--- src/rtl/subtractor_brentkung_16u_pipe.sv ---
// ---------------------------------------------------------------------------
// subtractor_brentkung_16u_pipe
//   Three-stage pipelined subtractor: diff = a - b - bin, evaluated as
//   a + ~b + ~bin through a Brent-Kung prefix carry tree.
//     S1 : per-bit propagate/generate of a + ~b, carry-in = ~bin
//     S2 : up-sweep of the prefix tree (carry-in folded into bit 0)
//     S3 : down-sweep, sum bits, borrow/overflow/zero flags
//   Valid/ready on both sides with full back-pressure; bubbles collapse,
//   so up to three beats are buffered while the output is stalled.
// Ports
//   clk, rst_n           clock, synchronous active-low reset
//   in_valid/in_ready    operand handshake (a, b, bin)
//   out_valid/out_ready  result handshake (diff, bout, ovf, zero)
//   diff                 (a - b - bin) mod 2^WIDTH
//   bout                 borrow out (a < b + bin, unsigned)
//   ovf                  signed overflow of the subtraction
//   zero                 diff == 0
// ---------------------------------------------------------------------------
module subtractor_brentkung_16u_pipe #(
   parameter int WIDTH = 16
) (
   input  logic             clk,
   input  logic             rst_n,
   input  logic             in_valid,
   output logic             in_ready,
   input  logic [WIDTH-1:0] a,
   input  logic [WIDTH-1:0] b,
   input  logic             bin,
   output logic             out_valid,
   input  logic             out_ready,
   output logic [WIDTH-1:0] diff,
   output logic             bout,
   output logic             ovf,
   output logic             zero
);

   localparam int LOG = $clog2(WIDTH);

   if (WIDTH < 4 || WIDTH > 64 || (WIDTH & (WIDTH - 1)) != 0) begin : g_bad_width
      $error("WIDTH must be a power of two in 4..64");
   end

   // stage valids
   logic v1_q, v1_d, v2_q, v2_d, v3_q, v3_d;
   logic en1, en2, en3;

   // S1 registers
   logic [WIDTH-1:0] p1_q, p1_d, g1_q, g1_d;
   logic             cin1_q, cin1_d, am1_q, am1_d, bm1_q, bm1_d;

   // S2 registers: in-place up-swept (g,p) plus the raw bit propagates for the sum
   logic [WIDTH-1:0] gu2_q, gu2_d, pu2_q, pu2_d, p2_q, p2_d;
   logic             cin2_q, cin2_d, am2_q, am2_d, bm2_q, bm2_d;

   // S3 registers
   logic [WIDTH-1:0] diff_q, diff_d;
   logic             bout_q, bout_d, ovf_q, ovf_d, zero_q, zero_d;

   // handshake: each stage loads when it is empty or being drained this cycle
   always_comb begin
      en3      = v2_q & (~v3_q | out_ready);
      en2      = v1_q & (~v2_q | en3);
      en1      = in_valid & (~v1_q | en2);
      in_ready = ~v1_q | en2;
      v1_d     = en1 ? 1'b1 : (en2 ? 1'b0 : v1_q);
      v2_d     = en2 ? 1'b1 : (en3 ? 1'b0 : v2_q);
      v3_d     = en3 ? 1'b1 : ((v3_q & out_ready) ? 1'b0 : v3_q);
   end

   // S1: subtract as a + ~b + ~bin
   always_comb begin
      p1_d   = p1_q;
      g1_d   = g1_q;
      cin1_d = cin1_q;
      am1_d  = am1_q;
      bm1_d  = bm1_q;
      if (en1) begin
         p1_d   = a ^ ~b;
         g1_d   = a & ~b;
         cin1_d = ~bin;
         am1_d  = a[WIDTH-1];
         bm1_d  = b[WIDTH-1];
      end
   end

   // S2: up-sweep. After it, position 2^k-1 holds the full prefix G[2^k-1:0]
   // and every other position holds the group ending there.
   logic [WIDTH-1:0] gu, pu;
   always_comb begin
      gu    = g1_q;
      pu    = p1_q;
      gu[0] = g1_q[0] | (p1_q[0] & cin1_q);
      for (int l = 0; l < LOG; l++) begin
         for (int i = (2 << l) - 1; i < WIDTH; i += (2 << l)) begin
            gu[i] = gu[i] | (pu[i] & gu[i - (1 << l)]);
            pu[i] = pu[i] & pu[i - (1 << l)];
         end
      end
      gu2_d  = en2 ? gu     : gu2_q;
      pu2_d  = en2 ? pu     : pu2_q;
      p2_d   = en2 ? p1_q   : p2_q;
      cin2_d = en2 ? cin1_q : cin2_q;
      am2_d  = en2 ? am1_q  : am2_q;
      bm2_d  = en2 ? bm1_q  : bm2_q;
   end

   // S3: down-sweep fills the remaining prefixes, then sum and flags
   logic [WIDTH-1:0] gd, carry, sum;
   always_comb begin
      gd = gu2_q;
      for (int l = LOG - 2; l >= 0; l--) begin
         for (int i = 3 * (1 << l) - 1; i < WIDTH; i += (2 << l)) begin
            gd[i] = gd[i] | (pu2_q[i] & gd[i - (1 << l)]);
         end
      end
      carry  = {gd[WIDTH-2:0], cin2_q};
      sum    = p2_q ^ carry;
      diff_d = diff_q;
      bout_d = bout_q;
      ovf_d  = ovf_q;
      zero_d = zero_q;
      if (en3) begin
         diff_d = sum;
         bout_d = ~gd[WIDTH-1];
         ovf_d  = (am2_q ^ bm2_q) & (am2_q ^ sum[WIDTH-1]);
         zero_d = (sum == '0);
      end
   end

   always_ff @(posedge clk) begin
      if (!rst_n) begin
         v1_q   <= 1'b0;
         v2_q   <= 1'b0;
         v3_q   <= 1'b0;
         p1_q   <= '0;
         g1_q   <= '0;
         cin1_q <= 1'b0;
         am1_q  <= 1'b0;
         bm1_q  <= 1'b0;
         gu2_q  <= '0;
         pu2_q  <= '0;
         p2_q   <= '0;
         cin2_q <= 1'b0;
         am2_q  <= 1'b0;
         bm2_q  <= 1'b0;
         diff_q <= '0;
         bout_q <= 1'b0;
         ovf_q  <= 1'b0;
         zero_q <= 1'b0;
      end else begin
         v1_q   <= v1_d;
         v2_q   <= v2_d;
         v3_q   <= v3_d;
         p1_q   <= p1_d;
         g1_q   <= g1_d;
         cin1_q <= cin1_d;
         am1_q  <= am1_d;
         bm1_q  <= bm1_d;
         gu2_q  <= gu2_d;
         pu2_q  <= pu2_d;
         p2_q   <= p2_d;
         cin2_q <= cin2_d;
         am2_q  <= am2_d;
         bm2_q  <= bm2_d;
         diff_q <= diff_d;
         bout_q <= bout_d;
         ovf_q  <= ovf_d;
         zero_q <= zero_d;
      end
   end

   assign out_valid = v3_q;
   assign diff      = diff_q;
   assign bout      = bout_q;
   assign ovf       = ovf_q;
   assign zero      = zero_q;

endmodule

--- config.mk ---
export PLATFORM = sky130hd
export DESIGN_NAME = subtractor_brentkung_16u_pipe
export DESIGN_NICKNAME = d
export VERILOG_FILES = /design/src/rtl/subtractor_brentkung_16u_pipe.sv
export SDC_FILE = /design/constraint.sdc
export NUM_CORES = 1
export LEC_CHECK = 0
export CAP_MARGIN = 10
export CORE_MARGIN = 2
export CORE_UTILIZATION = 54
export CTS_CLUSTER_DIAMETER = 80
export CTS_CLUSTER_SIZE = 10
export DETAILED_ROUTE_END_ITERATION = 16
export PLACE_DENSITY = 0.79
export SYNTH_ARGS = -nofsm -noshare
export SYNTH_HDL_FRONTEND = slang
export SYNTH_SLANG_ARGS = --single-unit
--- constraint.sdc ---
create_clock -name clk -period 2 [get_ports clk]
set_clock_uncertainty 0.1 [all_clocks]
set_input_delay 0.3 -clock clk [delete_from_list [all_inputs] [get_ports clk]]
set_output_delay 0.3 -clock clk [all_outputs]
set_load 0.05 [all_outputs]
Word level (Yosys, flattened, before mapping):

Cells that the tools add are included.

* mux-type cells: 6
* reductions and logical operators: 4
* bitwise logic cells: 87

Operator list (count)
* $and A1 B1 Y1: 46
* $xor A16 B16 Y16: 2
* $or A1 B1 Y1: 30
* $and A16 B16 Y16: 1
* $logic_not A16 Y1: 1
* $not A16 Y16: 1
* $mux W1: 6
* $reduce_bool A2 Y1: 3
* $not A1 Y1: 5
* $xor A1 B1 Y1: 2

* output and inout bits: 21
* bits in registers: 107
* logic and storage cells: 115
* bits of input ports: 37

Longest topological paths before layout:

* depth in word-level cells: 10
* mapped depth: 8
* gate-level depth less buffers: 8

Least setup slack after synthesis:

Ideal clock, no wire load.

* kind: register to register
* from: register v3_q, in the netlist out_valid
* to: register cin1_q
* required time: 1.784 ns
* slack: -0.016 ns
* clock period less this slack: 2.016 ns
* setup time: 0.116 ns
* path buffers: 2
* arrival: 1.800 ns
* stages on the path, launching flop included: 7
* cells stage by stage: dfxtp_1 > and3b_1 > nand2_2 > and2_4 > buf_6 > buf_6 > o211a_1

* word-level cells in the longest chain between the ends: 7

RTL lines
* start: declaration: line 44 `logic v1_q, v1_d, v2_q, v2_d, v3_q, v3_d;`
* start signal: assignment: line 153 `v3_q <= v3_d;`
* $not A1 Y1: line 61 `en3 = v2_q & (~v3_q | out_ready);`
* $or A1 B1 Y1: line 61
* $and A1 B1 Y1: line 61
* $or A1 B1 Y1: line 62 `en2 = v1_q & (~v2_q | en3);`
* $and A1 B1 Y1: line 62
* $or A1 B1 Y1
* named net in_ready: line 25 `output logic in_ready,`
* $and A1 B1 Y1: line 63 `en1 = in_valid & (~v1_q | en2);`
* end signal: assignment: line 156 `cin1_q <= cin1_d;`
* end: declaration: line 49 `logic cin1_q, cin1_d, am1_q, am1_d, bm1_q, bm1_d;`

The timed path passes the listed nets, and every way through them passes these cells.
A chain may end at the register's enable or synchronous reset.

Final worst setup path:

* from: register zero_q, in the netlist zero
* to: output zero

RTL lines
* start: declaration: line 57 `logic bout_q, bout_d, ovf_q, ovf_d, zero_q, zero_d;`
* start signal: assignment: line 168 `zero_q <= zero_d;`
* end: declaration: line 34 `output logic zero`

No word-level cell between the ends.

==> metrics <==
outcome=complete, no violations; DRT antenna net count=0; P&R area growth vs syn=21.2%; share of cells above drive strength 1=roughly 6.5%; setup violators final=0; Post-synth EDFFs=0; CP max stage cell=clkdlybuf4s50_1; Reg clk slew, reported paths=about 0.090 ns; post-cts gate resize count=0; RSZ-0062 raised after global routing=false; Place WS=-0.0343 ns; Synth cell types=35; dpl cell area=4870 sq um; total number of vias=about 3,400; Post-layout nets=~610; Crit Path Class=reg2out; core box area=about 7600 sq um; initial antenna violation count=0; Cell Rows=32; Min Hold Slack=roughly 0.21 ns; Avg WL per Cell=12.3 um; syn avg cell area=approximately 8.5 sq um; final worst setup slack=0.0885 ns; H-tree levels=3; Final Critical Period=~1.9 ns; antenna cell count=0; Critical Path Start Type=flip-flop; period utilization=95.6%; Worst R2R Path Depth=7; drt via density=between 5 and 6; Max IR drop VDD=0.450 mV; Reg2Reg Launch Point=gu2_q[7]; GR Util All Layers=about a fifth; # IOs=between 50 and 60; Placer Congestion=0.808; total of max-cap violations=0; CP endpoint kind=output pin; synthesized cell area=between 4000 and 5000 sq um; hold depth=2; CTS tree=built; die area=approximately 8500 sq um; max incr delay on CP=0.81 ns; Worst Max-Slew Pin Slew=about 0.5 ns; placed cell count=around 640; largest net degree at the start of global routing=44; CTS Hold Buffers Added=0; Arr. time, crit path=between 1.5 and 2 ns; CP bufs+invs=1; power per cell area=about 740 nW/um^2; Buffers on Ports=57; Warnings, synthesis=0; post-route cell area=roughly 5100 sq um; min-delay src=rst_n; Chip Width=roughly 90 um; clk_lat worst skew=0.36 ns; sequential area share after synthesis=45.7%; worst hold path type=in2reg; final hold viol count=0; Total Wirelength=8.06 mm; Synth Flop Type=dfxtp_1; non-filler instance count after layout=~650; max_slew headroom=about two thirds; Area contributors post-synth=dfxtp_1, nand2_1, a21boi_0; Synth top cells by count=nand2_1, dfxtp_1, a21boi_0; clock buffer depth=2; clock sinks=96; DP HPWL=6.00 mm; critical-path cell list=clkdlybuf4s50_1; WP data required=about 1.6 ns; syn nets=~560; root buf cell=clkbuf_8; DIE HEIGHT=approximately 90 um; dominant cell type by area after synthesis=dfxtp_1; pins over their slew limit=0; Leak Pwr=2.07 nW; Reg-to-Reg End=zero; Setup Buffers After CTS=0; setup_tns=0 ns; share of flip-flops with an asynchronous set or reset=0%; r2r setup slk=between 0.1 and 0.15 ns; FF+latch count, synth=96; most common cell in the netlist=nand2_1; Initial Util=~55%; grt ovf=0; Filler cells=around 640; CP top delay family=buffers and inverters; drt pass-1 iters=4; Starting DRT DRC Count=173; crit-path max FO=2; WHS Endpoint=bout; Fmax=about 520 MHz; number of buffers created by CTS=9; number of global-route vias before repair=about 3,100; Mapped Cells=between 400 and 500; post-synth top area share=between 40 and 50%; first-pass GRT wire length=between 10 and 15 mm; Post-route DRC=0
where the power goes:
group          internal (mW)  total [mW]  switching (mW)
Sequential              1.98        2.04          0.0599
Clock                  0.693        1.33           0.639
Combinational          0.204       0.421           0.217
Total                   2.88        3.80           0.916
per-stage QoR:
step,util (%),power [mW]
2_1_floorplan,-,2.34
6_report,66.6,3.80
3_5_place_dp,63.6,2.50
4_1_cts,66.4,3.82
5_1_grt,66.6,3.97
3_3_place_gp,63.6,2.49
routing by layer:
layer  part of all wire (%)  wire (um)  GRT usage (%)
met1                     51       4090           28.2
met4                    1.8        149           7.84
met2                     45       3590           32.7
met5                      0          0              0
met3                    3.0        238           2.71
how the worst max path moves through the flow:
| stage | startpoint | slack [ns] | depth (start not counted) | endpoint |
|---|---|---|---|---|
| after floorplan | out_valid | 0.16 | 6 | cin1_q |
| after global placement | out_ready | 0.04 | 6 | cin1_q |
| after detailed placement | out_ready | -0.03 | 6 | g1_q[8] |
| after CTS | diff[0] | 0.08 | 1 | diff[0] |
| after global routing | gu2_q[7] | 0.04 | 7 | zero |
| final | zero | 0.09 | 1 | zero |
layout by cell type, fill, tap and decap left out, types with 7 or more instances in the layout:
master           count
a21o_1               7
clkbuf_8             9
nor2_1              17
a21boi_0            76
inv_1               18
dfxtp_1             95
buf_4                8
a21oi_1             13
clkdlybuf4s50_1     55
o211a_1              8
nand2_1            161
ha_1                23
registers in the layout, indices dropped and copies added, names as in the netlist, 9 cells and up:
signal / flops
diff: 16
g1_q: 16
gu2_q: 16
p1_q: 16
p2_q: 9
pu2_q: 11
cell type report:
type	count	area [sq um]	share of cell area [%]
inverter	18	67.6	1.33
timing repair buffer	67	676	13.3
clock inverter	6	85.1	1.67
sequential	96	1920	37.7
tap	102	128	2.50
multi-input combinational	355	2090	41.1
clock buffer	9	124	2.43
kinds of logic after synthesis:
group	synth area share (%)
simple gates	20.4
compound gates	20.1
buf+inv	5.06
fa+ha+maj	6.84
xor+xnor	1.87
flops	45.7
Note: power is estimated with default switching activity, not from simulation.
